[src/rtl/queue_calc_pkg.sv]
// Shared constants and types for the queue-driven calculator sequencer.
// Covers queue command codes, operator codes, queue capacity and FSM states.
package queue_calc_pkg;

    localparam logic [1:0] Q_PUSH      = 2'b00;
    localparam logic [1:0] Q_POP_PAIR  = 2'b10;
    localparam logic [1:0] Q_POP_FRONT = 2'b11;

    localparam logic [1:0] OP_ADD  = 2'b00;
    localparam logic [1:0] OP_SUB  = 2'b01;
    localparam logic [1:0] OP_MUL  = 2'b10;
    localparam logic [1:0] OP_EMIT = 2'b11;

    localparam logic [2:0] QUEUE_DEPTH = 3'd5;

    typedef enum logic [1:0] {
        ST_IDLE  = 2'b00,
        ST_ISSUE = 2'b01,
        ST_ERR   = 2'b10
    } state_t;

    // A token is illegal when it would overflow or underflow the tracked queue.
    function automatic logic tok_illegal(input logic       is_op,
                                         input logic [1:0] op,
                                         input logic [2:0] depth);
        logic bad;
        if (!is_op) begin
            bad = (depth >= QUEUE_DEPTH);
        end else if (op == OP_EMIT) begin
            bad = (depth == 3'd0);
        end else begin
            bad = (depth < 3'd2);
        end
        return bad;
    endfunction

endpackage

[src/rtl/queue_calc_alu.sv]
// Combinational 8-bit ALU: add, sub and low byte of multiply, all modulo 256.
module queue_calc_alu
    import queue_calc_pkg::*;
(
    input  logic [7:0] a,
    input  logic [7:0] b,
    input  logic [1:0] op,
    output logic [7:0] result
);

    logic [15:0] prod_s;

    assign prod_s = 16'(a) * 16'(b);

    // Operator select; emit never reaches the ALU result path.
    always_comb begin
        case (op)
            OP_ADD:  result = a + b;
            OP_SUB:  result = a - b;
            OP_MUL:  result = prod_s[7:0];
            default: result = 8'h00;
        endcase
    end

endmodule

[src/rtl/queue_calc_sequencer.sv]
// Token sequencer: turns operand/operator tokens into commands for an external
// 5-entry queue, tracks its occupancy, and latches a sticky error on misuse.
module queue_calc_sequencer
    import queue_calc_pkg::*;
(
    input  logic        clk,
    input  logic        rst,
    input  logic        tok_valid,
    output logic        tok_ready,
    input  logic        tok_is_op,
    input  logic [7:0]  tok_data,
    output logic        q_en,
    output logic [1:0]  q_opcode,
    output logic [7:0]  q_back,
    input  logic [15:0] top_conc,
    output logic        res_valid,
    output logic [7:0]  res_data,
    output logic [2:0]  depth,
    output logic        err
);

    state_t      state_r;
    state_t      state_s;
    logic        tok_is_op_r;
    logic [7:0]  tok_data_r;
    logic [2:0]  depth_r;
    logic        err_r;
    logic [7:0]  res_data_r;
    logic        accept_s;
    logic        illegal_s;
    logic [7:0]  alu_y_s;

    queue_calc_alu u_alu (
        .a      (top_conc[15:8]),
        .b      (top_conc[7:0]),
        .op     (tok_data_r[1:0]),
        .result (alu_y_s)
    );

    assign accept_s  = tok_valid & tok_ready;
    assign illegal_s = tok_illegal(tok_is_op, tok_data[1:0], depth_r);
    assign depth     = depth_r;
    assign err       = err_r;

    // Next-state and command decode; reset suppresses every strobe in its cycle.
    always_comb begin
        state_s   = state_r;
        tok_ready = 1'b0;
        q_en      = 1'b0;
        q_opcode  = Q_PUSH;
        q_back    = 8'h00;
        res_valid = 1'b0;
        res_data  = res_data_r;
        if (rst) begin
            state_s = ST_IDLE;
        end else begin
            case (state_r)
                ST_IDLE: begin
                    tok_ready = 1'b1;
                    if (tok_valid) begin
                        state_s = illegal_s ? ST_ERR : ST_ISSUE;
                    end else begin
                        state_s = ST_IDLE;
                    end
                end
                ST_ISSUE: begin
                    q_en    = 1'b1;
                    state_s = ST_IDLE;
                    if (!tok_is_op_r) begin
                        q_opcode = Q_PUSH;
                        q_back   = tok_data_r;
                    end else if (tok_data_r[1:0] == OP_EMIT) begin
                        q_opcode  = Q_POP_FRONT;
                        res_valid = 1'b1;
                        res_data  = top_conc[15:8];
                    end else begin
                        q_opcode = Q_POP_PAIR;
                        q_back   = alu_y_s;
                    end
                end
                ST_ERR: begin
                    state_s = ST_ERR;
                end
                default: begin
                    state_s = ST_IDLE;
                end
            endcase
        end
    end

    // State, captured token, occupancy, sticky error and held result.
    always_ff @(posedge clk) begin
        if (rst) begin
            state_r     <= ST_IDLE;
            tok_is_op_r <= 1'b0;
            tok_data_r  <= 8'h00;
            depth_r     <= 3'd0;
            err_r       <= 1'b0;
            res_data_r  <= 8'h00;
        end else begin
            state_r <= state_s;
            if (accept_s) begin
                tok_is_op_r <= tok_is_op;
                tok_data_r  <= tok_data;
            end
            if (accept_s && illegal_s) begin
                err_r <= 1'b1;
            end
            if (state_r == ST_ISSUE) begin
                depth_r <= tok_is_op_r ? (depth_r - 3'd1) : (depth_r + 3'd1);
            end
            if (res_valid) begin
                res_data_r <= top_conc[15:8];
            end
        end
    end

endmodule
[config.mk]
export PLATFORM = sky130hd
export DESIGN_NAME = queue_calc_sequencer
export DESIGN_NICKNAME = d
export VERILOG_FILES = /design/src/rtl/queue_calc_pkg.sv /design/src/rtl/queue_calc_alu.sv /design/src/rtl/queue_calc_sequencer.sv
export SDC_FILE = /design/constraint.sdc
export NUM_CORES = 1
export LEC_CHECK = 0
export CORE_AREA = 2 2 78 80
export CTS_BUF_LIST = sky130_fd_sc_hd__clkbuf_8
export CTS_CLUSTER_SIZE = 28
export DETAILED_ROUTE_END_ITERATION = 7
export DIE_AREA = 0 0 80 82
export PLACE_DENSITY = 0.78
export SYNTH_ARGS = -nofsm -noshare
export SYNTH_HDL_FRONTEND = slang
export SYNTH_SLANG_ARGS = --single-unit
[constraint.sdc]
create_clock -name clk -period 14.3 [get_ports clk]
set_clock_uncertainty 0.1 [all_clocks]
set_input_delay 2.86 -clock clk [delete_from_list [all_inputs] [get_ports clk]]
set_output_delay 2.86 -clock clk [all_outputs]
set_load 0.01 [all_outputs]
* After elaboration in Yosys (flattened, before gate mapping)
Index checks and enable logic that the tools add are counted.
** Word-level totals
- Bits in registers :: 23
- Input bits :: 28
- Output and inout port bits :: 25
- Word-level logic and storage cells :: 51
** Operators by class
- $add $sub $neg :: 4
- $mul :: 1
- Order comparisons :: 2
- Equality and inequality tests :: 6
- Mux-type cells :: 27
- Bitwise operators :: 1
- Reductions and logical operators :: 4
** Operator list (count)
- two-way mux 8 bit :: 8
- one-hot mux 8 bit (3 select lines) :: 1
- two-way mux 1 bit :: 11
- two-way mux 2 bit :: 5
- adder 8 bit :: 1
- == test 2 bit, second input constant :: 4
- multiplier 8 x 8 -> 8 bit :: 1
- subtractor 8 bit :: 1
- == test 2 x 1 -> 1 bit, second input constant :: 2
- zero test 2 bit :: 2
- one-hot mux 2 bit (2 select lines) :: 1
- adder 3 x 1 -> 3 bit, second input constant :: 1
- >= comparator 3 bit, second input constant :: 1
- zero test 3 bit :: 1
- < comparator 3 x 2 -> 1 bit, second input constant :: 1
- two-way mux 3 bit :: 1
- subtractor 3 x 1 -> 3 bit, second input constant :: 1
- AND 1 bit :: 1
- logical AND 1 bit :: 1

* Longest topological paths before layout
Gate-level depths: netlist of the first run.
- Depth after elaboration :: 6
- Depth in mapped cells :: 16
- Mapped depth without buffers :: 15

* Modules after synthesis
A second synthesis of the first run with hierarchy kept.
** Second synthesis, totals
- Cell total of the unflattened synthesis :: 340
- Area, all modules :: 2677.6 µm²
** Modules (own cells, without submodules)
- queue_calc_alu :: times used 1, cells an instance 188, area an instance 1463.9 µm²
- queue_calc_sequencer :: times used 1, cells an instance 152, area an instance 1213.7 µm²

* Least setup slack after synthesis of the first run
Ideal clock, no wire load.
- Kind :: in2out
- Start point :: input top_conc[4]
- End point :: output q_back[7]
- Arrival time :: 6.603 ns
- Path slack :: 4.737 ns
- Cell stages on the path :: 15
- Buffers on the path :: 1
- Cell sequence :: clkbuf_1 nand2_1 fa_1 fa_1 inv_1 fa_1 inv_1 fa_1 inv_1 ha_1 a21oi_1 xnor3_1 xnor3_1 a31oi_1 o22ai_1
** On the way
- Cells in the longest elaborated chain, start to end :: 6
- Elaborated cells between the ends (all ways) :: 8
** RTL lines
- start: declaration :: line queue_calc_sequencer.sv:15 : input logic [15:0] top_conc,
- multiplier 8 x 8 -> 8 bit (tied with other cells) :: line queue_calc_alu.sv:13 : assign prod_s = 16'(a) * 16'(b);
- one-hot mux 8 bit (3 select lines) (*) :: line queue_calc_alu.sv:17 : case (op)
- two-way mux 8 bit (*) :: line queue_calc_sequencer.sv:72 : end else if (tok_data_r[1:0] == OP_EMIT) begin
- two-way mux 8 bit (*) :: line queue_calc_sequencer.sv:69 : if (!tok_is_op_r) begin
- two-way mux 8 bit (*) :: line queue_calc_sequencer.sv:57 : case (state_r)
- two-way mux 8 bit (*) :: line queue_calc_sequencer.sv:54 : if (rst) begin
- end: declaration :: line queue_calc_sequencer.sv:14 : output logic [7:0] q_back,
Every way passes the cells marked *; elsewhere a longest branch is shown, timed or not.

* Worst setup path in the final report of the first run
- Start point :: input top_conc[10]
- End point :: output q_back[7]
Same word-level chain as after synthesis.

==> reports/metrics.cfg, run 1 <==
[setup_path]
slowest_stage = clkdlybuf4s50_1
start_kind = input pin
reg2reg_depth = 4
cp_common_cell = fa_1
cp-end-kind = output port
worstPathArrival_ns = 7.74
path_class = in2out
worstPathCellList = clkdlybuf4s50_1 > nand2_1 > fa_1 > fa_1 > inv_1 > fa_1 > inv_1 > fa_1 > inv_1 > ha_1 > a21oi_1 > xnor3_1 > xnor3_1 > a31oi_1 > o22ai_1 > clkdlybuf4s50_1
cp.required_ns = 11.34
slowest_delay_ns = 0.68
path_max_fanout = 9

[yosys]
synth-seq-cells = 23
yosysSeqAreaShare = 0.182
synth_area_um2 = 2530
synth-async-reset-ratio = 0
synthesis.nets = 387
synth_ff_type = dfxtp_1
yosys_warnings = 0
synth_edf_count = 0
synthCells = 320
synthDistinctLibCells = 43
avgSynthCellArea_um2 = 7.89

[floorplanning]
die_w_um = 80
io_pins = 53
core-area_um2 = 5750
dieHeight_um = 82
initial_utilization = 0.440
die-area_um2 = 6560
std_cell_rows = 28

[hold_path]
hp-class = reg2reg
whs_path_depth = 2

[clock_tree]
root_buffer = clkbuf_8
clock_path_buffers = 2
tritoncts = done
clk_pin_slew_ns = 0.09
cts.sinks = 23
post_cts_buffers = 0
ctsResizeCount = 0
cts_buffers = 3
clkLatencyLatePin_ns = 0.27
holdBufCountCts = 0
htree_levels = 1

[timing]
finalSetupTns_ns = 0
setup_viol = 0
rsz0062_at_grt = false
post-route-min-period_ns = 10.70
hold_viol = 0
worst_slack_ns = 3.60
max_slew_margin = 0.403
clock.fmax_ghz = 0.0934
drv_slew = 0
tightest_slew_ns = 0.893
period_share = 0.748

[cells_and_area]
areaGrowthSynthToFinish_pct = 24.0
drive_above_1_share = 0.0385
fin_util = 0.545
fillers = 578
diodes = 0
final_nets = 432

[routing]
drc = 0
vias = 2256
dr.pass1.iters = 4
routed_wl_um = 6010
wl_per_cell_um = 13.7
postRouteAntennaNets = 0
vias_per_cell = 5.14
drt_iter0_drc = 86

[power_and_ir_drop]
power.density_nw_per_um2 = 71.4
p_leak_nw = 1.34
peakVddDrop_mv = 0.0572

[flow_run]
cap_violations = 0

[global_route]
grt_max_degree = 25
antenna_found_initial = 0
gr-total-overflow = 0
grt_pass1_wl_um = 10400
grtUsageTotal = 0.197
grt_pass1_vias = 2283

[placed_design]
pre_cts_ws_ns = 3.59
gp_congestion = 0.865
port_buffers = 52
dp_hpwl_um = 4880

[status]
status = finished clean

registers in the layout, summed over array words and instances (netlist names):
signal       count
depth            3
err              1
res_data_r       8
state_r          2
tok_data_r       8
tok_is_op_r      1
where the power goes:
| group | leakage (nW) | total, W | switching (W) | internal, W |
|---|---|---|---|---|
| registers | 0.187 | 0.0000690 | 0.00000268 | 0.0000663 |
| logic | 1.13 | 0.000114 | 0.0000582 | 0.0000553 |
| clock network | 0.0255 | 0.0000412 | 0.0000217 | 0.0000195 |
| total | 1.34 | 0.000224 | 0.0000825 | 0.000141 |
Yosys cell counts, types with 2 or more instances:
library cell | number | area share
o211ai_1 | 2 | 0.0059
nor2b_1 | 8 | 0.020
mux2_1 | 9 | 0.040
inv_1 | 34 | 0.051
o21ai_0 | 2 | 0.0040
nor3_1 | 6 | 0.012
ha_1 | 25 | 0.12
and2_2 | 4 | 0.012
a31oi_1 | 5 | 0.012
inv_2 | 2 | 0.0030
nand2b_1 | 3 | 0.0074
dfxtp_1 | 23 | 0.18
fa_1 | 14 | 0.11
a211oi_1 | 2 | 0.0059
mux2i_1 | 10 | 0.040
a21o_1 | 2 | 0.0059
a21oi_1 | 25 | 0.050
and2_1 | 6 | 0.015
clkbuf_1 | 9 | 0.013
nand2_1 | 44 | 0.065
nand3_1 | 3 | 0.0059
nor2_1 | 34 | 0.051
xor2_1 | 6 | 0.021
o21ai_1 | 5 | 0.0099
xnor3_1 | 2 | 0.018
xnor2_1 | 18 | 0.062
critical path: cells and delay by family:
family	cells	cell delay (ns)
simple gates	1	0.13
compound gates	3	0.44
fa+ha+maj	5	2.31
xor+xnor	2	0.60
buf+inv	5	1.40
through the flow:
stage                     cells  instance area (um^2)  hold WS (ns)  total power [W]
after floorplan             320                  2530         0.333         0.000152
after CTS                   439                  3130         0.360         0.000226
after detailed placement    435                  3090         0.348         0.000185
final                       439                  3130         0.360         0.000224
after global routing        439                  3130         0.388         0.000244
after global placement      435                  3090         0.345         0.000183
per-layer routing:
metal | global-route usage | vias to the layer above | wire [um]
met5 | 0 | - | 0
met4 | 0.0593 | 0 | 117
met3 | 0.0209 | 11 | 167
met2 | 0.359 | 43 | 2940
met1 | 0.246 | 1068 | 2780
li1 | - | 1134 | -
cells in the final DEF, fill, tap and decap left out, drive strengths merged, types with 2 or more instances in the layout:
master / count
a211oi: 2
a21o: 2
a21oi: 25
a31oi: 5
and2: 10
clkbuf: 3
clkdlybuf4s50: 52
clkinv: 2
dfxtp: 23
fa: 14
ha: 25
inv: 36
mux2: 9
mux2i: 10
nand2: 45
nand2b: 3
nand3: 3
nor2: 36
nor2b: 8
nor3: 6
o211ai: 2
o21ai: 7
xnor2: 19
xnor3: 2
xor2: 6
path summary, 6_finish.rpt:
path,from,end,slack [ns]
worst max register to register,tok_is_op_r,res_data_r[3],12.14
worst min-delay path,tok_data_r[5],tok_data_r[5],0.36
worst max-delay path,top_conc[10],q_back[7],3.60
worst min register to register,tok_data_r[5],tok_data_r[5],0.36
kinds of logic after synthesis:
group           Yosys count  share of synthesized area
compound gates           48                      0.110
xor+xnor                 27                      0.107
fa+ha+maj                39                      0.235
buf+inv                  49                     0.0763
flops                    23                      0.182
mux                      19                     0.0797
simple gates            115                      0.209
layout make-up:
| cell class | count | area [um^2] | share of cell area |
|---|---|---|---|
| Clock inverter | 1 | 5.00 | 0.00160 |
| Tap cell | 75 | 93.8 | 0.0300 |
| Multi-Input combinational cell | 248 | 1870 | 0.598 |
| Inverter | 37 | 139 | 0.0443 |
| Clock buffer | 3 | 41.3 | 0.0132 |
| Sequential cell | 23 | 460 | 0.147 |
| Timing Repair Buffer | 52 | 520 | 0.166 |
No activity file was read; power rests on OpenSTA's default activity.
==> run 2, diff against run 1 <==
- clock period: 14.3 -> 10.88 ns (I/O delays scaled with it)
==> reports/metrics.cfg, run 2 (same netlist as run 1, synthesis figures left out) <==
[power_and_ir_drop]
combPwrFrac = 0.508  ; was 0.507
internal_power_w = 0.000186  ; was 0.000141 W
p_switching_w = 0.000110  ; was 0.0000825 W
pwr-share-clk = 0.184  ; about the same
power.density_nw_per_um2 = 94.3  ; was 71.4 nW/um^2
peakVddDrop_mv = 0.0757  ; was 0.0572 mV
swShare = 0.371  ; was 0.369
pwr-share-seq = 0.307  ; was 0.309
p_leak_nw = 1.34  ; unchanged

[clock_tree]
clk_pin_slew_ns = 0.08  ; was 0.09 ns
root_buffer = clkbuf_8  ; unchanged
tritoncts = done  ; unchanged
post_cts_buffers = 0  ; unchanged
ctsResizeCount = 0  ; unchanged
clkLatencyLatePin_ns = 0.27  ; about the same
cts.sinks = 23  ; unchanged
holdBufCountCts = 0  ; unchanged
clock_path_buffers = 2  ; unchanged
cts_buffers = 3  ; unchanged
htree_levels = 1  ; unchanged

[setup_path]
worstPathArrival_ns = 7.06  ; was 7.74 ns
cp.required_ns = 8.60  ; was 11.34 ns
r2r_end = res_data_r[3]  ; unchanged
reg2reg_depth = 4  ; unchanged
r2r_slack_ns = 8.70  ; was 12.14 ns
start_kind = input pin  ; unchanged
cp-end-kind = output port  ; unchanged
path_max_fanout = 9  ; unchanged
path_class = in2out  ; unchanged
crit-reg2reg-launch = tok_is_op_r  ; unchanged

[routing]
dr.pass1.iters = 4  ; unchanged
drc = 0  ; unchanged
vias_per_cell = 5.12  ; was 5.14
routed_wl_um = 6040  ; was 6010 um
vias = 2248  ; was 2,256
drt_iter0_drc = 56  ; was 86
wl_per_cell_um = 13.8  ; was 13.7 um
postRouteAntennaNets = 0  ; unchanged

[status]
status = finished clean  ; unchanged

[floorplanning]
std_cell_rows = 28  ; unchanged
die-area_um2 = 6560  ; unchanged
core-area_um2 = 5750  ; unchanged
dieHeight_um = 82  ; unchanged
initial_utilization = 0.440  ; unchanged
die_w_um = 80  ; unchanged
io_pins = 53  ; unchanged

[global_route]
gr-total-overflow = 0  ; unchanged
grt_pass1_vias = 2266  ; was 2,283
grtUsageTotal = 0.198  ; was 0.197
grt_max_degree = 25  ; unchanged
antenna_found_initial = 0  ; unchanged
grt_pass1_wl_um = 10300  ; was 10,400 um

[placed_design]
placed_area_um2 = 3090  ; unchanged
dp_hpwl_um = 4890  ; was 4880 um
port_buffers = 52  ; unchanged
gp_congestion = 0.865  ; unchanged

[hold_path]
hp-start = tok_data_r[4]  ; was tok_data_r[5]
hold_end = tok_data_r[4]  ; was tok_data_r[5]
whs_path_depth = 2  ; unchanged
hp-class = reg2reg  ; unchanged

[cells_and_area]
final_common_cell = clkdlybuf4s50_1  ; unchanged
postLayoutCellArea_um2 = 3130  ; unchanged
final_nets = 432  ; unchanged
drive_above_1_share = 0.0385  ; unchanged
areaGrowthSynthToFinish_pct = 24.0  ; unchanged
multi_input_area_um2 = 1870  ; unchanged
fillers = 594  ; was 578
final_cell_mix = 52 x clkdlybuf4s50_1, 44 x nand2_1, 34 x nor2_1, 34 x inv_1  ; unchanged
diodes = 0  ; unchanged
seqCellArea_um2 = 460  ; unchanged

[timing]
post-route-min-period_ns = 9.34
timing.hold.ws_ns = 0.362  ; was 0.360 ns
setup_viol = 0  ; unchanged
clock.fmax_ghz = 0.107
drv_slew = 0  ; unchanged
tightest_slew_ns = 0.905  ; was 0.893 ns
max_slew_margin = 0.396  ; was 0.403
period_share = 0.858
finalSetupTns_ns = 0  ; unchanged
rsz0062_at_grt = false  ; unchanged
hold_viol = 0  ; unchanged

[flow_run]
cap_violations = 0  ; unchanged

run 2: final cells by class:
class / count / area share
Clock inverter: 1 / 0.00160
Tap cell: 75 / 0.0300
Clock buffer: 3 / 0.0132
Timing Repair Buffer: 52 / 0.166
Sequential cell: 23 / 0.147
Inverter: 37 / 0.0443
Multi-Input combinational cell: 248 / 0.598
run 2: power by group through the flow:
stage          Sequential [W]  Clock [W]  Combinational (W)
2_1_floorplan       0.0000914          0           0.000109
6_report            0.0000907  0.0000545           0.000150
5_1_grt             0.0000914  0.0000593           0.000171
3_5_place_dp        0.0000926          0           0.000151
3_3_place_gp        0.0000925          0           0.000148
4_1_cts             0.0000907  0.0000558           0.000152
run 2: how the worst max path moves through the flow:
stage                           end    startpoint  depth (start not counted)
final                     q_back[7]  top_conc[10]                         16
after global placement    q_back[7]  top_conc[10]                         16
after global routing      q_back[7]  top_conc[10]                         16
after floorplan           q_back[7]   top_conc[4]                         15
after CTS                 q_back[7]  top_conc[10]                         16
after detailed placement  q_back[7]  top_conc[10]                         16
run 2: layer usage:
layer,global-route usage,up-vias,part of all wire
met3,0.0264,11,0.031
met5,0,-,0
met1,0.246,1061,0.46
met2,0.355,35,0.49
li1,-,1141,-
met4,0.0661,0,0.021
run 2: critical path: stages:
cell             delay, ns
clkdlybuf4s50_1       0.67
nand2_1               0.13
fa_1                  0.44
fa_1                  0.54
inv_1                 0.05
fa_1                  0.48
inv_1                 0.06
fa_1                  0.54
inv_1                 0.04
ha_1                  0.31
a21oi_1               0.16
xnor3_1               0.22
xnor3_1               0.39
a31oi_1               0.09
o22ai_1               0.20
clkdlybuf4s50_1       0.56
run 2: stage by stage:
| step | power (W) | instances | setup WS [ns] | util |
|---|---|---|---|---|
| global placement | 0.000240 | 435 | 1.57 | 0.537 |
| finish | 0.000295 | 439 | 1.54 | 0.545 |
| floorplan | 0.000200 | 320 | 2.69 | - |
| CTS | 0.000298 | 439 | 1.52 | 0.545 |
| global route | 0.000322 | 439 | 1.31 | 0.545 |
| detailed placement | 0.000243 | 435 | 1.53 | 0.537 |
==> edit 1 (settings of run 2) <==
Encoding of `state_t`: now one-hot (3 bits for 3 states).
--- a/src/rtl/queue_calc_pkg.sv
+++ b/src/rtl/queue_calc_pkg.sv
@@ -13,10 +13,10 @@
 
     localparam logic [2:0] QUEUE_DEPTH = 3'd5;
 
-    typedef enum logic [1:0] {
-        ST_IDLE  = 2'b00,
-        ST_ISSUE = 2'b01,
-        ST_ERR   = 2'b10
+    typedef enum logic [2:0] {
+        ST_IDLE  = 3'b001,
+        ST_ISSUE = 3'b010,
+        ST_ERR   = 3'b100
     } state_t;
 
     // A token is illegal when it would overflow or underflow the tracked queue.
Formal check against the unedited RTL: no difference found for any inputs over 10 cycles, from zero or initial values and one cycle with rst high; not proved beyond that.
==> edit 1 against run 2 <==
Sequential cell count up 1. Final area up 2.6%. Maximum frequency up 3.5%. Largest cell class unchanged. Sequential power up 5.1%. Combinational power down 3%. Power up 8.3%. Synthesized area up 2.6%. Highest routed layer unchanged. Worst setup slack better by 0.32 ns. Routed wire length down 1.7%.
==> edit 1: results (changes against run 2) <==
\begin{tabular}{lr}
\hline
Metric & Value \\
\hline
\multicolumn{2}{l}{\textbf{Placed design}} \\
GP Congestion & 0.869 (+0.40\%) \\
HPWL reported at the end of detailed placement & 4820 um (-1.6\%) \\
Quantity of I/O buffers inserted on ports & 52 (unchanged) \\
\multicolumn{2}{l}{\textbf{Run status}} \\
Status & finished, final reports clean \\
\multicolumn{2}{l}{\textbf{Clocking}} \\
CTS HTree Levels & 1 (unchanged) \\
Reg clk slew, reported paths & approximately 0.090 ns \\
Maximum root-to-sink buffer count & 2 (unchanged) \\
Clock network latency to the later pin of the worst-skew pair & 0.27 ns (about the same) \\
Clock buffers created by TritonCTS & 3 (unchanged) \\
\multicolumn{2}{l}{\textbf{Power and ir drop}} \\
Leak Pwr & 1.39 nW (+3.2\%) \\
Proportion of total power due to net switching & 0.348 (-0.0225) \\
Maximum vdd ir drop & 54.2 uV (-28\%) \\
\multicolumn{2}{l}{\textbf{Logic synthesis}} \\
Async set-or-reset flop fraction in the synthesized netlist & 0 (unchanged) \\
Area share of xor/xnor cells in the synthesized design & 0.0975 (-0.00994) \\
Synth Area in Adders & 0.229 (-0.00589) \\
Distinct cell type count after synthesis & 44 (+2.3\%) \\
Most frequent cells after synthesis & nand2\_1 (44), inv\_1 (40), nor2\_1 (35) \\
Share of cell area taken by muxes after synthesis & 0.0777 (-0.00200) \\
Register area share after synthesis & 0.185 (+0.00315) \\
Net count after synthesis & 395 (+2.1\%) \\
Fraction of the mapped netlist area in compound gates & 0.111 (+0.000607) \\
Dominant cells by area after synthesis & dfxtp\_1 (19\%), ha\_1 (12\%), fa\_1 (11\%) \\
\multicolumn{2}{l}{\textbf{Worst hold path}} \\
Start point of the worst min-delay path & err \\
\multicolumn{2}{l}{\textbf{Routing}} \\
Iteration count of the initial detailed-routing pass & 5 (+1) \\
Initial DRC count & 109 (+95\%) \\
Average via count per standard cell & 5.16 (+0.70\%) \\
Total wire length after detailed routing & 5930 um (-1.7\%) \\
\multicolumn{2}{l}{\textbf{Critical path}} \\
Arrival time at the worst endpoint & 6.75 ns (-0.31 ns) \\
Critical Path Start & top\_conc[4] \\
Crit-path leading delay family & adder cells \\
Largest stage delay on the critical path & 0.65 ns (-0.02 ns) \\
Worst Path Max Fanout & 7 (-2) \\
\multicolumn{2}{l}{\textbf{Global routing}} \\
Vias in the first global route & 2,244 (-0.97\%) \\
Pin count of the biggest net entering global routing & 27 (+8.0\%) \\
Overflow left after global routing & 0 (unchanged) \\
Overall Global Routing Usage & 0.198 (-0.000603) \\
First-pass GRT wire length & 10,300 um (+0.27\%) \\
\multicolumn{2}{l}{\textbf{Layout}} \\
Final \#Nets & 440 (+1.9\%) \\
Fillers & 563 (-5.2\%) \\
Share of post-route cells with drive strength above 1 & 0.0645 (+0.0261) \\
\multicolumn{2}{l}{\textbf{Timing}} \\
Transition at the pin with the smallest max-transition slack & 0.873 ns (-0.0319 ns) \\
\hline
\end{tabular}
## edit 1: cell count changes after synthesis, sizes merged, moves of 2 or more
cell    before  now
a21oi       25   22
or2          0    2
clkbuf      10    5
buf          2    7
a22oi        0    2
xnor2       19   23
xnor3        2    0
inv         36   40
nand2b       3    5
## edit 1: logic make-up (layout without fill, tap and decap cells)
| family | after synthesis | in the layout |
|---|---|---|
| mux | 19 | 19 |
| flops | 24 | 24 |
| simple gates | 118 | 118 |
| buf+inv | 52 | 96 |
| fa+ha+maj | 39 | 39 |
| compound gates | 48 | 48 |
| xor+xnor | 28 | 28 |
## edit 1: power by group through the flow
stage | Combinational, W | Sequential, W | Clock, W
6_report | 0.000146 | 0.0000953 | 0.0000789
5_1_grt | 0.000166 | 0.0000960 | 0.0000841
4_1_cts | 0.000147 | 0.0000952 | 0.0000808
3_5_place_dp | 0.000145 | 0.0000973 | 0
3_3_place_gp | 0.000142 | 0.0000971 | 0
2_1_floorplan | 0.000108 | 0.0000955 | 0
## edit 1: worst paths after layout
path	cells past startpoint	endpoint	slack, ns
min	2	err	0.35
max reg2reg	6	depth[2]	8.86
max	16	q_back[7]	1.86
min reg2reg	2	err	0.35
## edit 1: metrics by stage
| step | cells | setup slack [ns] | instance area (um2) |
|---|---|---|---|
| after global placement | 443 | 1.95 | 3140 |
| after floorplan | 328 | 3.16 | 2590 |
| after detailed placement | 443 | 1.87 | 3140 |
| final | 447 | 1.86 | 3210 |
| after global routing | 447 | 1.66 | 3210 |
| after CTS | 447 | 1.86 | 3210 |
## edit 1: area by class of cell
class,instances,area (um2),share of cell area
Clock buffer,3,41.3,0.0128
Clock inverter,1,30.0,0.00934
Inverter,40,150,0.0467
Multi-Input combinational cell,252,1900,0.591
Sequential cell,24,480,0.149
Tap cell,75,93.8,0.0292
Timing Repair Buffer,52,520,0.162
## edit 1: layer usage
| layer | vias to the layer above | share of wire | GRT usage | wire length [um] |
|---|---|---|---|---|
| li1 | 1149 | - | - | - |
| met1 | 1073 | 0.46 | 0.268 | 2710 |
| met2 | 69 | 0.47 | 0.336 | 2790 |
| met3 | 14 | 0.048 | 0.0220 | 284 |
| met4 | 0 | 0.025 | 0.0525 | 146 |
| met5 | - | 0 | 0 | 0 |
## edit 1: worst register-to-register path: stages (launching register included)
cell and delay [ns]:
dfxtp_1 0.64, inv_1 0.26, fa_1 0.42, xor2_1 0.15, nor2_1 0.13, xnor2_1 0.13, nor2_1 0.05
==> edit 2 (config.mk and constraints of run 2) <==
Without the edit above. Reset style: asynchronous (`rst`), changed in one clocked block.
--- a/src/rtl/queue_calc_sequencer.sv
+++ b/src/rtl/queue_calc_sequencer.sv
@@ -89,7 +89,7 @@
     end
 
     // State, captured token, occupancy, sticky error and held result.
-    always_ff @(posedge clk) begin
+    always_ff @(posedge clk or posedge rst) begin
         if (rst) begin
             state_r     <= ST_IDLE;
             tok_is_op_r <= 1'b0;
Function: differs if rst is asserted again (counterexample within 4 cycles, from zero or initial values and one cycle with rst high); with rst held inactive, the same outputs for 10 cycles.
==> edit 2 against run 2 <==
Count of clock-buffer cells in the layout unchanged. Routed wire length decreased by 2.3%. Final area up 2.4%. Synthesized area up 3.2%. Synthesized cell count fell by 10%. Worst setup slack worse by 0.094 ns. Sequential cell count did not move.
Power is not compared: it rests on default switching activity, and its combinational part moved more than twofold at a synthesized area within 25%.
==> edit 2: results (changes against run 2) <==
\begin{tabular}{lr}
\hline
Metric & Value \\
\hline
\multicolumn{2}{l}{\textbf{Logic synthesis}} \\
Share of cell area taken by muxes after synthesis & 0.115 (+0.0354) \\
Fraction of the mapped netlist area in compound gates & 0.101 (-0.00968) \\
Distinct cell type count after synthesis & 44 (+2.3\%) \\
Dominant cells by area after synthesis & dfrtp\_1 (22\%), ha\_1 (12\%), fa\_1 (11\%) \\
Most used DFF post-synth & dfrtp\_1 \\
Async set-or-reset flop fraction in the synthesized netlist & 1.00 (+1.00) \\
Post-Synthesis Mean Instance Area & 9.09 um2 (+15\%) \\
Synth Area in Adders & 0.227 (-0.00732) \\
Most frequent cells after synthesis & inv\_1 (39), ha\_1 (25), dfrtp\_1 (23) \\
\multicolumn{2}{l}{\textbf{Placed design}} \\
HPWL reported at the end of detailed placement & 4820 um (-1.6\%) \\
Worst slack, placed & 1.49 ns (-0.0442 ns) \\
GP Congestion & 0.913 (+5.5\%) \\
\multicolumn{2}{l}{\textbf{Layout}} \\
Final \#Nets & 401 (-7.2\%) \\
Non-filler cells, final & 408 (-7.1\%) \\
Fillers & 514 (-13\%) \\
Share of post-route cells with drive strength above 1 & 0.0901 (+0.0516) \\
\multicolumn{2}{l}{\textbf{Critical path}} \\
Worst reg2reg path depth & 5 (+1) \\
Worst reg2reg path startpoint & state\_r[1] \\
Reg-to-reg slack, setup & 8.48 ns (-0.22 ns) \\
Destination of the worst register-to-register timing path & res\_data\_r[1] \\
Worst Path Max Fanout & 7 (-2) \\
\multicolumn{2}{l}{\textbf{Routing}} \\
Iteration count of the initial detailed-routing pass & 5 (+1) \\
Total number of vias & 2,120 (-5.7\%) \\
\multicolumn{2}{l}{\textbf{Worst hold path}} \\
WHS Endpoint & err \\
Worst hold path cell count & 1 (-1) \\
Start point of the worst min-delay path & err \\
\multicolumn{2}{l}{\textbf{Run status}} \\
Status & finished, final reports clean \\
\multicolumn{2}{l}{\textbf{Global routing}} \\
First-pass GRT wire length & 9600 um (-6.8\%) \\
\hline
\end{tabular}
==> edit 2: area by class of cell <==
type / instances / area (um2) / area share
clock buffer: 3 / 41.3 / 0.0129
clock inverter: 1 / 5.00 / 0.00156
inverter: 39 / 146 / 0.0456
multi-input combinational: 215 / 1820 / 0.569
sequential: 23 / 576 / 0.179
tap: 75 / 93.8 / 0.0293
timing repair buffer: 52 / 520 / 0.162
==> edit 2: power by group through the flow <==
stage	sequential [W]	combinational [W]	clock [W]
5_1_grt	0.000147	0.000369	0.0000577
3_3_place_gp	0.000142	0.000325	0
3_5_place_dp	0.000144	0.000334	0
2_1_floorplan	0.000135	0.000232	0
6_report	0.000142	0.000334	0.0000527
4_1_cts	0.000142	0.000337	0.0000542
==> edit 2: how the worst max path moves through the flow <==
| stage | start | endpoint | slack (ns) | depth (start not counted) |
|---|---|---|---|---|
| finish | top_conc[4] | q_back[7] | 1.45 | 16 |
| global route | top_conc[4] | q_back[7] | 1.28 | 16 |
| CTS | top_conc[4] | q_back[7] | 1.47 | 16 |
| detailed placement | top_conc[4] | q_back[7] | 1.49 | 16 |
| global placement | top_conc[4] | q_back[7] | 1.60 | 16 |
| floorplan | top_conc[4] | q_back[7] | 2.69 | 15 |
==> edit 2: per-layer routing <==
metal | wire (um) | up-vias | part of all wire | global-route usage
met4 | 56 | 0 | 0.0095 | 0.0407
li1 | - | 1033 | - | -
met3 | 278 | 6 | 0.047 | 0.0253
met1 | 2710 | 1031 | 0.46 | 0.257
met5 | 0 | - | 0 | 0
met2 | 2860 | 50 | 0.48 | 0.316
==> edit 2: worst max-delay path, delay by kind of cell <==
kind                     cells  cell delay [ns]
AND/OR/NAND/NOR              1             0.13
buffers and inverters        5             1.39
adder cells (fa/ha/maj)      5             2.34
XOR/XNOR                     2             0.61
AO/OA/AOI/OAI                3             0.51
